## config.mk

```make
export PLATFORM = sky130hd
export DESIGN_NAME = uart_rx
export DESIGN_NICKNAME = d
export VERILOG_FILES = /design/src/rtl/uart_rx.sv
export SDC_FILE = /design/constraint.sdc
export NUM_CORES = 1
export LEC_CHECK = 0
export ABC_AREA = 1
export BUFFER_PORTS_ARGS = -buffer_cell sky130_fd_sc_hd__clkbuf_2
export CORE_ASPECT_RATIO = 0.8
export CORE_MARGIN = 2
export CORE_UTILIZATION = 63
export DETAILED_ROUTE_END_ITERATION = 10
export PLACE_DENSITY = 0.82
export SYNTH_ARGS = -nofsm -noshare
export SYNTH_HDL_FRONTEND = slang
export SYNTH_SLANG_ARGS = --single-unit
```

## constraint.sdc

```tcl
create_clock -name i_Clock -period 4.2 [get_ports i_Clock]
set_clock_uncertainty 0.05 [all_clocks]
set_input_delay 0.21 -clock i_Clock [delete_from_list [all_inputs] [get_ports i_Clock]]
set_output_delay 0.21 -clock i_Clock [all_outputs]
set_load 0.01 [all_outputs]
```

## src/rtl/uart_rx.sv

```systemverilog
// 8N1 UART receiver: two-flop synchroniser, mid-bit sampling, framing-error detect, break hold-off.
// Define UART_RX_PARITY_EN to add an even-parity bit between the data bits and the stop bit.
module uart_rx #(
  parameter int CLKS_PER_BIT = 217
) (
  input  logic       i_Clock,
  input  logic       i_Rst,
  input  logic       i_RX_Serial,
  output logic       o_RX_DV,
  output logic [7:0] o_RX_Byte,
  output logic       o_RX_Active,
  output logic       o_Frame_Err,
  output logic       o_Parity_Err
);
  localparam int CW = $clog2(CLKS_PER_BIT) + 1;
  localparam logic [CW-1:0] HALF_CNT = CW'((CLKS_PER_BIT - 1) / 2);
  localparam logic [CW-1:0] FULL_CNT = CW'(CLKS_PER_BIT - 1);

  typedef enum logic [2:0] {
    IDLE    = 3'd0,
    START   = 3'd1,
    DATA    = 3'd2,
    PARITY  = 3'd3,
    STOP    = 3'd4,
    CLEANUP = 3'd5
  } state_t;

  logic [1:0]    sync_reg;
  logic          rx_s;
  state_t        state_reg,  state_next;
  logic [CW-1:0] cnt_reg,    cnt_next;
  logic [2:0]    idx_reg,    idx_next;
  logic [7:0]    data_reg,   data_next;
  logic [7:0]    byte_reg,   byte_next;
  logic          dv_reg,     dv_next;
  logic          ferr_reg,   ferr_next;
  logic          active_reg, active_next;
  logic          hold_reg,   hold_next;
`ifdef UART_RX_PARITY_EN
  logic          par_bit_reg, par_bit_next;
  logic          perr_reg,    perr_next;
`endif

  assign rx_s = sync_reg[1];

  always_ff @(posedge i_Clock or posedge i_Rst) begin
    if (i_Rst) begin
      sync_reg    <= 2'b11;
      state_reg   <= IDLE;
      cnt_reg     <= '0;
      idx_reg     <= '0;
      data_reg    <= '0;
      byte_reg    <= '0;
      dv_reg      <= 1'b0;
      ferr_reg    <= 1'b0;
      active_reg  <= 1'b0;
      hold_reg    <= 1'b0;
`ifdef UART_RX_PARITY_EN
      par_bit_reg <= 1'b0;
      perr_reg    <= 1'b0;
`endif
    end else begin
      sync_reg    <= {sync_reg[0], i_RX_Serial};
      state_reg   <= state_next;
      cnt_reg     <= cnt_next;
      idx_reg     <= idx_next;
      data_reg    <= data_next;
      byte_reg    <= byte_next;
      dv_reg      <= dv_next;
      ferr_reg    <= ferr_next;
      active_reg  <= active_next;
      hold_reg    <= hold_next;
`ifdef UART_RX_PARITY_EN
      par_bit_reg <= par_bit_next;
      perr_reg    <= perr_next;
`endif
    end
  end

  always_comb begin
    state_next   = state_reg;
    cnt_next     = cnt_reg;
    idx_next     = idx_reg;
    data_next    = data_reg;
    byte_next    = byte_reg;
    dv_next      = 1'b0;
    ferr_next    = 1'b0;
    active_next  = active_reg;
    hold_next    = hold_reg;
`ifdef UART_RX_PARITY_EN
    par_bit_next = par_bit_reg;
    perr_next    = 1'b0;
`endif
    case (state_reg)
      IDLE: begin
        cnt_next  = '0;
        idx_next  = '0;
        hold_next = 1'b0;
        if (!rx_s) begin
          state_next  = START;
          active_next = 1'b1;
        end
      end
      START: begin
        if (cnt_reg == HALF_CNT) begin
          cnt_next = '0;
          if (!rx_s) begin
            state_next = DATA;
          end else begin
            // Start bit gone by mid-bit: treat as noise.
            state_next  = IDLE;
            active_next = 1'b0;
          end
        end else begin
          cnt_next = cnt_reg + CW'(1);
        end
      end
      DATA: begin
        if (cnt_reg == FULL_CNT) begin
          cnt_next          = '0;
          data_next[idx_reg] = rx_s;
          if (idx_reg == 3'd7) begin
            idx_next = '0;
`ifdef UART_RX_PARITY_EN
            state_next = PARITY;
`else
            state_next = STOP;
`endif
          end else begin
            idx_next = idx_reg + 3'd1;
          end
        end else begin
          cnt_next = cnt_reg + CW'(1);
        end
      end
`ifdef UART_RX_PARITY_EN
      PARITY: begin
        if (cnt_reg == FULL_CNT) begin
          cnt_next     = '0;
          par_bit_next = rx_s;
          state_next   = STOP;
        end else begin
          cnt_next = cnt_reg + CW'(1);
        end
      end
`endif
      STOP: begin
        if (cnt_reg == FULL_CNT) begin
          cnt_next    = '0;
          state_next  = CLEANUP;
          active_next = 1'b0;
          if (rx_s) begin
            byte_next = data_reg;
            dv_next   = 1'b1;
`ifdef UART_RX_PARITY_EN
            perr_next = par_bit_reg ^ (^data_reg);
`endif
          end else begin
            ferr_next = 1'b1;
            hold_next = 1'b1;
          end
        end else begin
          cnt_next = cnt_reg + CW'(1);
        end
      end
      CLEANUP: begin
        // After a framing error, wait for the line to return high (break hold-off).
        if (!hold_reg || rx_s) begin
          state_next = IDLE;
          hold_next  = 1'b0;
        end
      end
      default: begin
        state_next  = IDLE;
        active_next = 1'b0;
      end
    endcase
  end

  assign o_RX_DV     = dv_reg;
  assign o_RX_Byte   = byte_reg;
  assign o_RX_Active = active_reg;
  assign o_Frame_Err = ferr_reg;
`ifdef UART_RX_PARITY_EN
  assign o_Parity_Err = perr_reg;
`else
  assign o_Parity_Err = 1'b0;
`endif

endmodule

```

## After elaboration in Yosys (flattened, before gate mapping)

Cells that the tools add are included.
Widths: inputs -> output; s select.

| word-level totals | value |
|---|---|
| bits in registers | 37 |
| input bits | 3 |
| output and inout port bits | 12 |
| logic and storage cells | 76 |

| operators by class | value |
|---|---|
| add/subtract/negate cells | 2 |
| $lt $le $gt $ge | 2 |
| equal/unequal tests | 15 |
| mux-type cells | 31 |
| bitwise operators | 1 |
| reduce and logical (&&, ||, !) cells | 15 |

Operator list:

| kind | count |
|---|---|
| $pmux 9 s3 | 1 |
| $mux 3 | 8 |
| $mux 9 | 2 |
| $ne 2x2->1 const B | 8 |
| $pmux 3 s5 | 1 |
| $mux 1 | 13 |
| $add 9x1->9 const B | 1 |
| $eq 3x3->1 const B | 3 |
| $eq 9x7->1 const B | 1 |
| $eq 9x8->1 const B | 1 |
| $bwmux 8 | 1 |
| $pmux 3 s2 | 1 |
| $reduce_and 6->1 | 1 |
| $reduce_bool 3->1 | 2 |
| $reduce_and 5->1 | 1 |
| $lt 3x4->1 const B | 1 |
| $pmux 1 s4 | 1 |
| $reduce_and 2->1 | 2 |
| $reduce_and 4->1 | 1 |
| $reduce_or 2->1 | 2 |
| $add 3x1->3 const B | 1 |
| $demux 1 s3 | 1 |
| $eq 3x1->1 const B | 1 |
| $eq 3x2->1 const B | 1 |
| other kinds (10) | 10 |

## Logic depth before layout (Yosys ltp)

Gate-level depths: netlist of run 1.

| depth | value |
|---|---|
| word-level depth | 5 |
| mapped depth | 10 |
| mapped depth without buffers | 10 |

## Least setup slack after synthesis of run 1

No wires, ideal clock.

| timing | value |
|---|---|
| kind | reg2reg |
| start | register cnt_reg[0] |
| end | register data_reg[1] |
| data arrival time | 1247 ps |
| slack | 2785 ps |
| stages on the path, launching flop included | 11 |
| path buffers | 1 |
| period minus slack after synthesis | 1415 ps |
| cell sequence | dfrtp_1 > inv_1 > ha_1 > nand2_1 > nor2_2 > nand2_2 > nor2_2 > buf_4 > nand3_1 > nand2_1 > nand2_1 |

| on the way | value |
|---|---|
| longest elaborated chain between the ends | 2 |

Ends and longest elaborated chain:

| element | line | source |
|---|---|---|
| from (decl) | 31 | `logic [CW-1:0] cnt_reg, cnt_next;` |
| from (signal assigned) | 65 | `cnt_reg <= cnt_next;` |
| $eq 9x8->1 | 119 | `if (cnt_reg == FULL_CNT) begin` |
| $reduce_and 2->1 (no source line) | - |  |
| to (signal assigned) | 67 | `data_reg <= data_next;` |
| to (decl) | 33 | `logic [7:0] data_reg, data_next;` |

Every way passes these cells.
A chain may end at the register's enable or synchronous reset.

## Worst setup path after layout of run 1

| timing | value |
|---|---|
| start | register cnt_reg[0] |
| end | register data_reg[5] |

The elaborated chain is that of the path after synthesis.

==> results of run 1 <==
[layout by cell type (no fill, tap or decap)]
cell type       n
a21boi_0        1
a21oi_1         1
buf_4           1
clkbuf_2       13
clkbuf_8        5
clkinv_2        2
clkinvlp_4      1
conb_1          1
dfrtp_1        35
dfstp_2         2
dlygate4sd3_1   2
ha_1            4
inv_1          26
inv_2           6
inv_4           1
nand2_1        79
nand2_2         6
nand2_4         2
nand3_1        26
nand3_4         2
nand3b_1        3
nand4_1         9
nor2_1         15
nor2_2          6
nor2_4          1
nor3_1          1
o21ai_0         4
o21ai_1         6
o21bai_1        3
o31ai_1         1
xor2_1          3
[per-stage QoR]
| step | area (µm²) | std cells | hold slack [ns] | setup slack [ns] |
|---|---|---|---|---|
| floorplan | 1979 | 250 | 0.1645 | 2.785 |
| global placement | 2061 | 298 | 0.2487 | 2.385 |
| detailed placement | 2061 | 298 | 0.2492 | 2.313 |
| CTS | 2167 | 308 | 0.3094 | 2.309 |
| global route | 2167 | 308 | 0.3100 | 2.053 |
| finish | 2167 | 308 | 0.3081 | 2.294 |
[kinds of logic after synthesis]
family / after synthesis / share of synthesized area [%]
and+or+nand+nor: 150 / 35.90
other: 1 / 0.1895
buffers and inverters: 39 / 8.470
DFF: 37 / 46.90
xor gates and xnor gates: 3 / 1.328
adders and majority gates: 4 / 2.529
AOI/OAI and AO/OA: 16 / 4.678
[timing repair]
action	CTS	global route
hold endpoints to repair	36	0
gates resized for setup	0	0
hold buffers	2	0
endpoints found under the setup margin	0	0
[worst max-delay path, stage by stage, from the launching register on]
cell	delay (ns)
dfrtp_1	0.40
inv_1	0.10
ha_1	0.14
nand2_1	0.07
nor2_2	0.09
nand2_2	0.11
nor2_2	0.53
nand3_1	0.16
nand2_1	0.11
nand2_1	0.05
[area by class of cell]
type,count,area (µm²)
tap,40,50.05
sequential,37,928.4
multi-input combinational,174,883.3
fill,250,873.3
clock buffer,5,68.82
timing repair buffer,16,92.59
inverter,33,126.4
clock inverter,3,17.52
[path summary, 6_finish.rpt]
path | slack [ns] | start | end | cells past startpoint
min in group asynchronous | 0.50 | i_Rst | data_reg[1] | 4
hold / removal | 0.31 | sync_reg[0] | sync_reg[1] | 0
max in group asynchronous | 3.25 | i_Rst | sync_reg[1] | 4
setup reg to reg | 2.29 | cnt_reg[0] | data_reg[5] | 9
setup / recovery | 2.29 | cnt_reg[0] | data_reg[5] | 9
hold reg to reg | 0.31 | sync_reg[0] | sync_reg[1] | 0
[routing by layer]
metal / track usage, % / wire (µm) / vias to the layer above
li1: - / - / 820
met1: 36.72 / 1962 / 693
met5: 0 / 0 / -
met3: 5.858 / 142 / 2
met2: 31.50 / 1429 / 40
met4: 7.143 / 14 / 0
[power by group]
group | internal [mW] | switching, mW
Sequential | 0.358 | 0.00215
Combinational | 0.00303 | 0.00823
Clock | 0.114 | 0.122
==> impl_metrics.json, run 1 <==
{
  "grt_usage_pct": 23.48,
  "p_leak_nw": 1.167,
  "drv_cap": 0,
  "syn_avg_cell_area_um2": 7.918,
  "hold_violations": 0,
  "timing.final.crit_share_pct": 45.38,
  "wirelength_um": 3549,
  "drive_gt1_share_pct": 17.91,
  "synth_nets": 257,
  "cts.path.max_buffers": 2,
  "ys_ff_latch": 37,
  "hpwl_um": 2627,
  "yosysMostFrequentCell": "nand2_1",
  "drt-initial-drc-count": 141,
  "synth_top_area_share_pct": 44.25,
  "cts_made_buffers": 5,
  "avgRoutedWirePerCell_um": 11.52,
  "antenna_found_initial": 0,
  "cp.required_ns": 4.33,
  "setup_tns_ns": 0,
  "viasPerCell": 5.049,
  "grt_max_degree": 38,
  "finalCoreUtilization_pct": 71.28,
  "finish.net_count": 274,
  "crit_fanout": 20,
  "path_clk_slew_ns": 0.08,
  "setup_viol": 0,
  "rows": 18,
  "diodes": 0,
  "ys_top_cells_by_count": "79 x nand2_1, 35 x dfrtp_1, 26 x inv_1, 26 x nand3_1, 15 x nor2_1",
  "grt.overflow.total": 0,
  "clk_latency_ns": 0.28,
  "die_y_um": 54.14,
  "yosys.cell_types.count": 28,
  "yosysSeqAreaShare_pct": 46.90,
  "grt_pass1_wl_um": 6279,
  "drtAntennaViolNets": 0,
  "start_util_pct": 65.10,
  "ys.warnings.count": 0,
  "fp.coreArea_um2": 3040,
  "min_period_ns": 1.906,
  "fp.dieW_um": 66.67,
  "largest_reg_flops": 9,
  "h-tree-depth": 2,
  "syn_area_um2": 1979,
  "first_pass_iters": 6,
  "pin_count": 15,
  "numPortBuffers": 13,
  "status": "completed",
  "cts.sinks": 37,
  "synth_edf_count": 0,
  "synth-main-ff-cell": "dfrtp_1",
  "rsz0062_at_grt": "false",
  "hp-class": "reg -> reg",
  "cts_tree": "done",
  "area_delta_synth_final_pct": 9.482,
  "power.density_nw_per_um2": 280.4,
  "synthCells": 250,
  "routabilityCongestion": 0.9097,
  "cts_setup_buffers": 0,
  "peakVddDrop_v": 0.0002792,
  "ys_top_cells_by_area": "dfrtp_1 44%, nand2_1 15%, nand3_1 6.6%, inv_1 4.9%, nand4_1 2.8%",
  "total_power_uw": 607.6,
  "critical_path_arrival_ns": 2.04,
  "endpoint_kind": "flop",
  "async_flop_share_pct": 100.0,
  "grt_pass1_vias": 1409,
  "worst_setup_path_start_kind": "flop",
  "fp.dieArea_um2": 3609,
  "crit_type": "reg -> reg",
  "maxSlewViolCount": 0,
  "dr_total_vias": 1555,
  "post-synth-top-area-cell": "dfrtp_1",
  "drcViolationCount": 0,
  "cts_root_buf": "clkbuf_8",
  "slew_headroom_pct": 55.53,
  "fmax_mhz": 524.7,
  "worst_pin_slew_ns": 0.6664
}
Note: power is estimated with default switching activity, not from simulation.
==> run 2: changes to the inputs <==
==> config.mk (replaced) <==
export PLATFORM = sky130hd
export DESIGN_NAME = uart_rx
export DESIGN_NICKNAME = d
export VERILOG_FILES = /design/src/rtl/uart_rx.sv
export SDC_FILE = /design/constraint.sdc
export NUM_CORES = 1
export LEC_CHECK = 0
export ABC_AREA = 0
export BUFFER_PORTS_ARGS = -buffer_cell sky130_fd_sc_hd__clkbuf_2
export CORE_ASPECT_RATIO = 0.8
export CORE_MARGIN = 2
export CORE_UTILIZATION = 53
export DETAILED_ROUTE_END_ITERATION = 10
export PLACE_DENSITY = 0.74
export SYNTH_ARGS = -nofsm -noshare
export SYNTH_HDL_FRONTEND = slang
export SYNTH_SLANG_ARGS = --single-unit
==> constraint.sdc (replaced) <==
create_clock -name i_Clock -period 1.7 [get_ports i_Clock]
set_clock_uncertainty 0.05 [all_clocks]
set_input_delay 0.085 -clock i_Clock [delete_from_list [all_inputs] [get_ports i_Clock]]
set_output_delay 0.085 -clock i_Clock [all_outputs]
set_load 0.01 [all_outputs]
==> run 2 against run 1 <==
The run now ends with negative setup slack left. Wire length rose by 26%. Critical path type unchanged. Highest routed layer unchanged. Largest cell class is now multi-input combinational cells. Worst hold slack improved by 0.019 ns. Flip-flop and latch count did not move.
==> impl_metrics.json, run 2 <==
{
  "status": "finished with violations",
  "violations": "negative setup slack",
  "peakVddDrop_v": 0.0005876,
  "endpoint": "state_reg[0]",
  "setup_viol": 27,
  "timing.final.ws_setup_ns": -0.2940,
  "critical_path_arrival_ns": 2.18,
  "antenna_found_initial": 0,
  "post-synth-top-area-cell": "dfrtp_1",
  "drt-initial-drc-count": 114,
  "drv_cap": 0,
  "min_period_ns": 1.994,
  "hp-class": "reg -> reg",
  "path_clk_slew_ns": 0.08,
  "endpoint_kind": "flop",
  "grt_pass1_wl_um": 7452,
  "timing.rr.end": "state_reg[0]",
  "worst_setup_path_start_kind": "flop",
  "synth_fa_ha_area_share_pct": 2.770,
  "first_pass_iters": 4,
  "grt.overflow.total": 0,
  "cts_root_buf": "clkbuf_8",
  "start_util_pct": 56.90,
  "rows": 18,
  "cts.sinks": 37,
  "grt_usage_pct": 25.17,
  "dp.cells": 240,
  "grt_pass1_vias": 1562,
  "wirelength_um": 4461,
  "fp.coreArea_um2": 3176,
  "cp.required_ns": 1.88,
  "power.density_nw_per_um2": 624.2,
  "viasPerCell": 5.849,
  "worstSetupStartpoint": "cnt_reg[1]",
  "cts_tree": "done",
  "fp.dieW_um": 69.28,
  "cts.path.max_buffers": 2,
  "fmax_mhz": 501.5,
  "synth-main-ff-cell": "dfrtp_1",
  "cts_made_buffers": 5,
  "ys.warnings.count": 0,
  "area_delta_synth_final_pct": 35.94,
  "finish.net_count": 225,
  "routabilityCongestion": 0.8294,
  "timing.final.crit_share_pct": 117.3,
  "r2r_slack_ns": -0.29,
  "largest_reg_flops": 9,
  "numPortBuffers": 13,
  "hold_violations": 0,
  "grt_max_degree": 38,
  "ys_ff_latch": 37,
  "synth_compound_area_share_pct": 11.70,
  "async_flop_share_pct": 100.0,
  "drcViolationCount": 0,
  "rsz0062_at_grt": "true",
  "crit_type": "reg -> reg",
  "total_power_mw": 1.533,
  "ys_top_cells_by_count": "35 x dfrtp_1, 17 x mux2_2, 16 x nand2_1",
  "synth_top_family_by_area": "simple AND/OR/NAND/NOR gates",
  "timing.rr.start": "cnt_reg[1]",
  "synth_edf_count": 0,
  "maxSlewViolCount": 0,
  "synthCells": 171,
  "avgRoutedWirePerCell_um": 17.22,
  "p_leak_nw": 1.180,
  "yosys.area_share.simple_pct": 16.48,
  "hpwl_um": 2678,
  "ys_top_cells_by_area": "dfrtp_1 48%, mux2_2 11%, nand2_1 3.3%, dfstp_2 2.9%, ha_1 2.8%",
  "synthMuxAreaShare_pct": 11.70,
  "h-tree-depth": 2,
  "stdcell_count": 259,
  "diodes": 0,
  "synthXorXnorAreaFrac_pct": 1.454,
  "layout_common_cells": "35 x dfrtp_1, 28 x buf_4, 15 x nand2_1",
  "final_common_cell": "dfrtp_1",
  "pin_count": 15,
  "dr_total_vias": 1515,
  "die_y_um": 56.22,
  "yosysMostFrequentCell": "dfrtp_1",
  "crit_fanout": 5,
  "synth_nets": 178,
  "synth_top_area_share_pct": 48.48,
  "clk_latency_ns": 0.30,
  "whs_path_depth": 0,
  "fp.dieArea_um2": 3895,
  "r2r_cells": 7,
  "drtAntennaViolNets": 0,
  "yosysSeqAreaShare_pct": 51.39,
  "syn_avg_cell_area_um2": 10.57,
  "drive_gt1_share_pct": 46.58,
  "yosys.cell_types.count": 43,
  "syn_area_um2": 1807
}
run 2: layer usage:
layer / wire length [µm] / global-route usage (%) / vias up
li1: - / - / 699
met1: 1905 / 32.00 / 750
met2: 2221 / 41.35 / 48
met3: 204 / 5.978 / 18
met4: 130 / 10.64 / 0
met5: 0 / 0 / -
run 2: worst min path at each step:
stage	to	slack [ns]	start
after floorplan	sync_reg[0]	0.04	i_RX_Serial
after global placement	sync_reg[0]	0.12	i_RX_Serial
after detailed placement	sync_reg[0]	0.12	i_RX_Serial
after CTS	sync_reg[1]	0.31	sync_reg[0]
after global routing	sync_reg[1]	0.32	sync_reg[0]
final	sync_reg[1]	0.33	sync_reg[0]
run 2: cells by family (layout without fill, tap and decap cells):
logic type | count (synthesis) | after routing
fa+ha+maj | 4 | 4
xor+xnor | 3 | 3
simple gates | 56 | 56
other cells | 1 | 1
mux | 19 | 19
buf+inv | 19 | 67
compound gates | 32 | 32
flops | 37 | 37
run 2: area by class of cell:
type / count / area (µm²)
Clock buffer: 5 / 68.82
Clock inverter: 3 / 17.52
Fill cell: 177 / 719.4
Inverter: 11 / 41.29
Multi-Input combinational cell: 115 / 998.5
Sequential cell: 37 / 928.4
Tap cell: 40 / 50.05
Timing Repair Buffer: 48 / 351.6
run 2: report_power, final:
group	leakage, nW	switching, mW	internal [mW]
combinational	0.646	0.0224	0.00987
clock	0.0439	0.328	0.283
sequential	0.490	0.00601	0.884
total	1.18	0.356	1.18
run 2: critical path, cell delays in order (launching register included):
cell,delay [ns]
dfrtp_1,0.39
inv_2,0.08
ha_4,0.12
or3b_4,0.38
o311ai_4,0.30
o21ai_4,0.13
or3_1,0.35
o21ai_1,0.12
run 2: per-stage QoR:
step	setup TNS, ns	hold WS (ns)	area (µm²)	utilization, %	worst slack [ns]
after floorplan	-2.967	0.03948	1824	-	-0.2328
after global placement	-2.899	0.1225	2081	65.52	-0.1806
after detailed placement	-5.779	0.1238	2081	65.52	-0.3137
after CTS	-3.352	0.3093	2427	76.44	-0.2544
after global routing	-6.444	0.3247	2456	77.34	-0.3971
final	-4.431	0.3267	2456	77.34	-0.2940
run 2: timing repair:
item,CTS,global route
endpoints found under the setup margin,31,34
hold buffers,2,0
gates resized for setup,41,12
pin swaps,9,7
gates cloned,2,0
endpoints found under the hold margin,36,0
buffers inserted,8,3
==> run 3: changes to the inputs <==
--- a/config.mk
+++ b/config.mk
@@ -11,7 +11,7 @@
 export CORE_MARGIN = 2
 export CORE_UTILIZATION = 53
 export DETAILED_ROUTE_END_ITERATION = 10
-export PLACE_DENSITY = 0.74
+export PLACE_DENSITY = 0.75
 export SYNTH_ARGS = -nofsm -noshare
 export SYNTH_HDL_FRONTEND = slang
 export SYNTH_SLANG_ARGS = --single-unit
==> run 3 against run 2 <==
Sequential share of layout area fell by 0.99 points. Largest cell class unchanged. Core utilization is 2.1 points higher. Combinational power up 7.7%. Worst hold slack worse by 0.0042 ns. Sequential power barely moved. Register-to-register slack lost 0.11 ns. Maximum frequency shrank 5.1%. Wire length up 15%. Final area increased by 2.7%. First-iteration DRC count shrank 25%. The run still ends with negative setup slack left. Critical endpoint unchanged. Final cell count grew 1.2%. Non-clock buffer count up 3.
==> impl_metrics.json, run 3 (synthesis gave the netlist of run 2 again) <==
{
  "status": "finished with violations",
  "violations": "negative setup slack",
  "start_util_pct": 56.90,
  "cts_tree": "done",
  "cp_common_cell": "o21ai_1",
  "endpoint_kind": "flop",
  "viasPerCell": 6.008,
  "rsz0062_at_grt": "true",
  "p_leak_nw": 1.208,
  "drt-initial-drc-count": 86,
  "worst_pin_slew_ns": 0.6395,
  "fmax_mhz": 476.0,
  "fin_area_um2": 2522,
  "fp.coreArea_um2": 3176,
  "cp.required_ns": 1.82,
  "finish.net_count": 228,
  "pin_count": 15,
  "cp_cell_sequence": "inv_2 -> ha_4 -> or3b_4 -> o311ai_4 -> o21ai_2 -> buf_4 -> o21ai_1 -> o21ai_1",
  "seq_area_um2": 928.4,
  "area_delta_synth_final_pct": 39.61,
  "grt_max_degree": 38,
  "routabilityCongestion": 0.8260,
  "power.density_nw_per_um2": 620.2,
  "rows": 18,
  "clkPwrFrac_pct": 41.0,
  "timing.final.ws_setup_ns": -0.4009,
  "dr_total_vias": 1574,
  "cts.path.max_buffers": 2,
  "peakVddDrop_v": 0.0008169,
  "h-tree-depth": 2,
  "die_y_um": 56.22,
  "maxSlewViolCount": 0,
  "first_pass_iters": 4,
  "cts_root_buf": "clkbuf_8",
  "antenna_found_initial": 0,
  "finalCoreUtilization_pct": 79.43,
  "fp.dieArea_um2": 3895,
  "grt_pass1_wl_um": 7176,
  "drtAntennaViolNets": 0,
  "slew_headroom_pct": 57.36,
  "cts_made_buffers": 5,
  "hpwl_um": 2841,
  "drv_cap": 0,
  "switching_share_pct": 24.28,
  "hold_violations": 0,
  "final_common_cell": "dfrtp_1",
  "setup_viol": 31,
  "worst_setup_path_start_kind": "flop",
  "path_clk_slew_ns": 0.09,
  "layout_common_cells": "35 x dfrtp_1, 26 x buf_4, 15 x nand2_1",
  "drive_gt1_share_pct": 47.75,
  "power.internal_mw": 1.185,
  "p_switching_uw": 379.8,
  "fp.dieW_um": 69.28,
  "hold_ws_ns": 0.3225,
  "comb_power_share_pct": 2.2,
  "cts.sinks": 37,
  "timing.final.crit_share_pct": 123.6,
  "drcViolationCount": 0,
  "min_period_ns": 2.101,
  "largest_reg_flops": 9,
  "grt_usage_pct": 23.91,
  "clk_latency_ns": 0.30,
  "avgRoutedWirePerCell_um": 19.66,
  "slowest_stage": "dfrtp_1",
  "fill_cells": 168,
  "multiInputGateArea_um2": 1020,
  "pwr-share-seq_pct": 56.8,
  "placed_area_um2": 2081,
  "numPortBuffers": 13,
  "grt_pass1_vias": 1469,
  "slowest_delay_ns": 0.40,
  "crit_type": "reg -> reg",
  "hp-class": "reg -> reg",
  "grt.overflow.total": 0,
  "worstHoldStart": "sync_reg[0]",
  "diodes": 0,
  "crit_fanout": 12,
  "worstSetupStartpoint": "cnt_reg[1]",
  "wirelength_um": 5150,
  "critical_path_arrival_ns": 2.22,
  "timing.rr.start": "cnt_reg[1]"
}
==> run 3: cell count changes in the layout (fill, tap and decap cells not counted), sizes merged <==
cell / change
clkinv: -1
buf: +3
inv: +1
==> run 3: through the flow <==
step	setup slack, ns	std cells	TNS (ns)	total power, mW
2_1_floorplan	-0.2328	171	-2.967	0.9233
3_3_place_gp	-0.1770	240	-2.945	0.9330
3_5_place_dp	-0.3012	240	-5.816	0.9350
4_1_cts	-0.2507	254	-4.278	1.553
5_1_grt	-0.4648	262	-9.369	1.619
6_report	-0.4009	262	-7.296	1.564
==> run 3: cell type report <==
type	count	share of cell area, %
multi-input cells	115	40.43
flip-flops and latches	37	36.81
repair buffers	51	15.58
clock buffers	5	2.728
well taps	40	1.984
inverters	11	1.637
clock inverters	3	0.8433
==> run 3: per-layer routing <==
layer / wire length [µm] / GRT usage, %
met5: 0 / 0
met4: 151 / 10.08
met3: 340 / 4.529
met2: 2524 / 40.93
met1: 2134 / 29.73
==> run 3: critical path: cells and delay by family, from the launching register on <==
| kind | cells | cell delay, ns |
|---|---|---|
| buffers and inverters | 2 | 0.29 |
| flip-flops | 1 | 0.40 |
| adder cells (fa/ha/maj) | 1 | 0.12 |
| AO/OA/AOI/OAI | 4 | 0.72 |
| AND/OR/NAND/NOR | 1 | 0.39 |
==> run 3: timing repair <==
item | 4_1_cts | 5_1_grt
hold buffers | 2 | 0
resized for setup | 16 | 44
hold endpoints to repair | 36 | 0
endpoints found under the setup margin | 32 | 34
setup buffers | 4 | 9
pin swaps | 8 | 15
gates cloned | 0 | 1
==> run 3: worst paths after layout <==
kind | endpoint | slack, ns | depth (start not counted)
worst min-delay path | sync_reg[1] | 0.32 | 0
worst min register to register | sync_reg[1] | 0.32 | 0
max in group asynchronous | sync_reg[1] | 0.88 | 4
min in group asynchronous | cnt_reg[1] | 0.36 | 4
worst max-delay path | state_reg[0] | -0.40 | 8
worst max register to register | state_reg[0] | -0.40 | 8
==> run 3: power by group through the flow <==
stage / Clock [mW] / Combinational, mW / Sequential, mW
finish: 0.641 / 0.0348 / 0.888
global route: 0.691 / 0.0400 / 0.888
CTS: 0.632 / 0.0350 / 0.887
detailed placement: 0 / 0.0313 / 0.904
global placement: 0 / 0.0298 / 0.903
floorplan: 0 / 0.0209 / 0.902
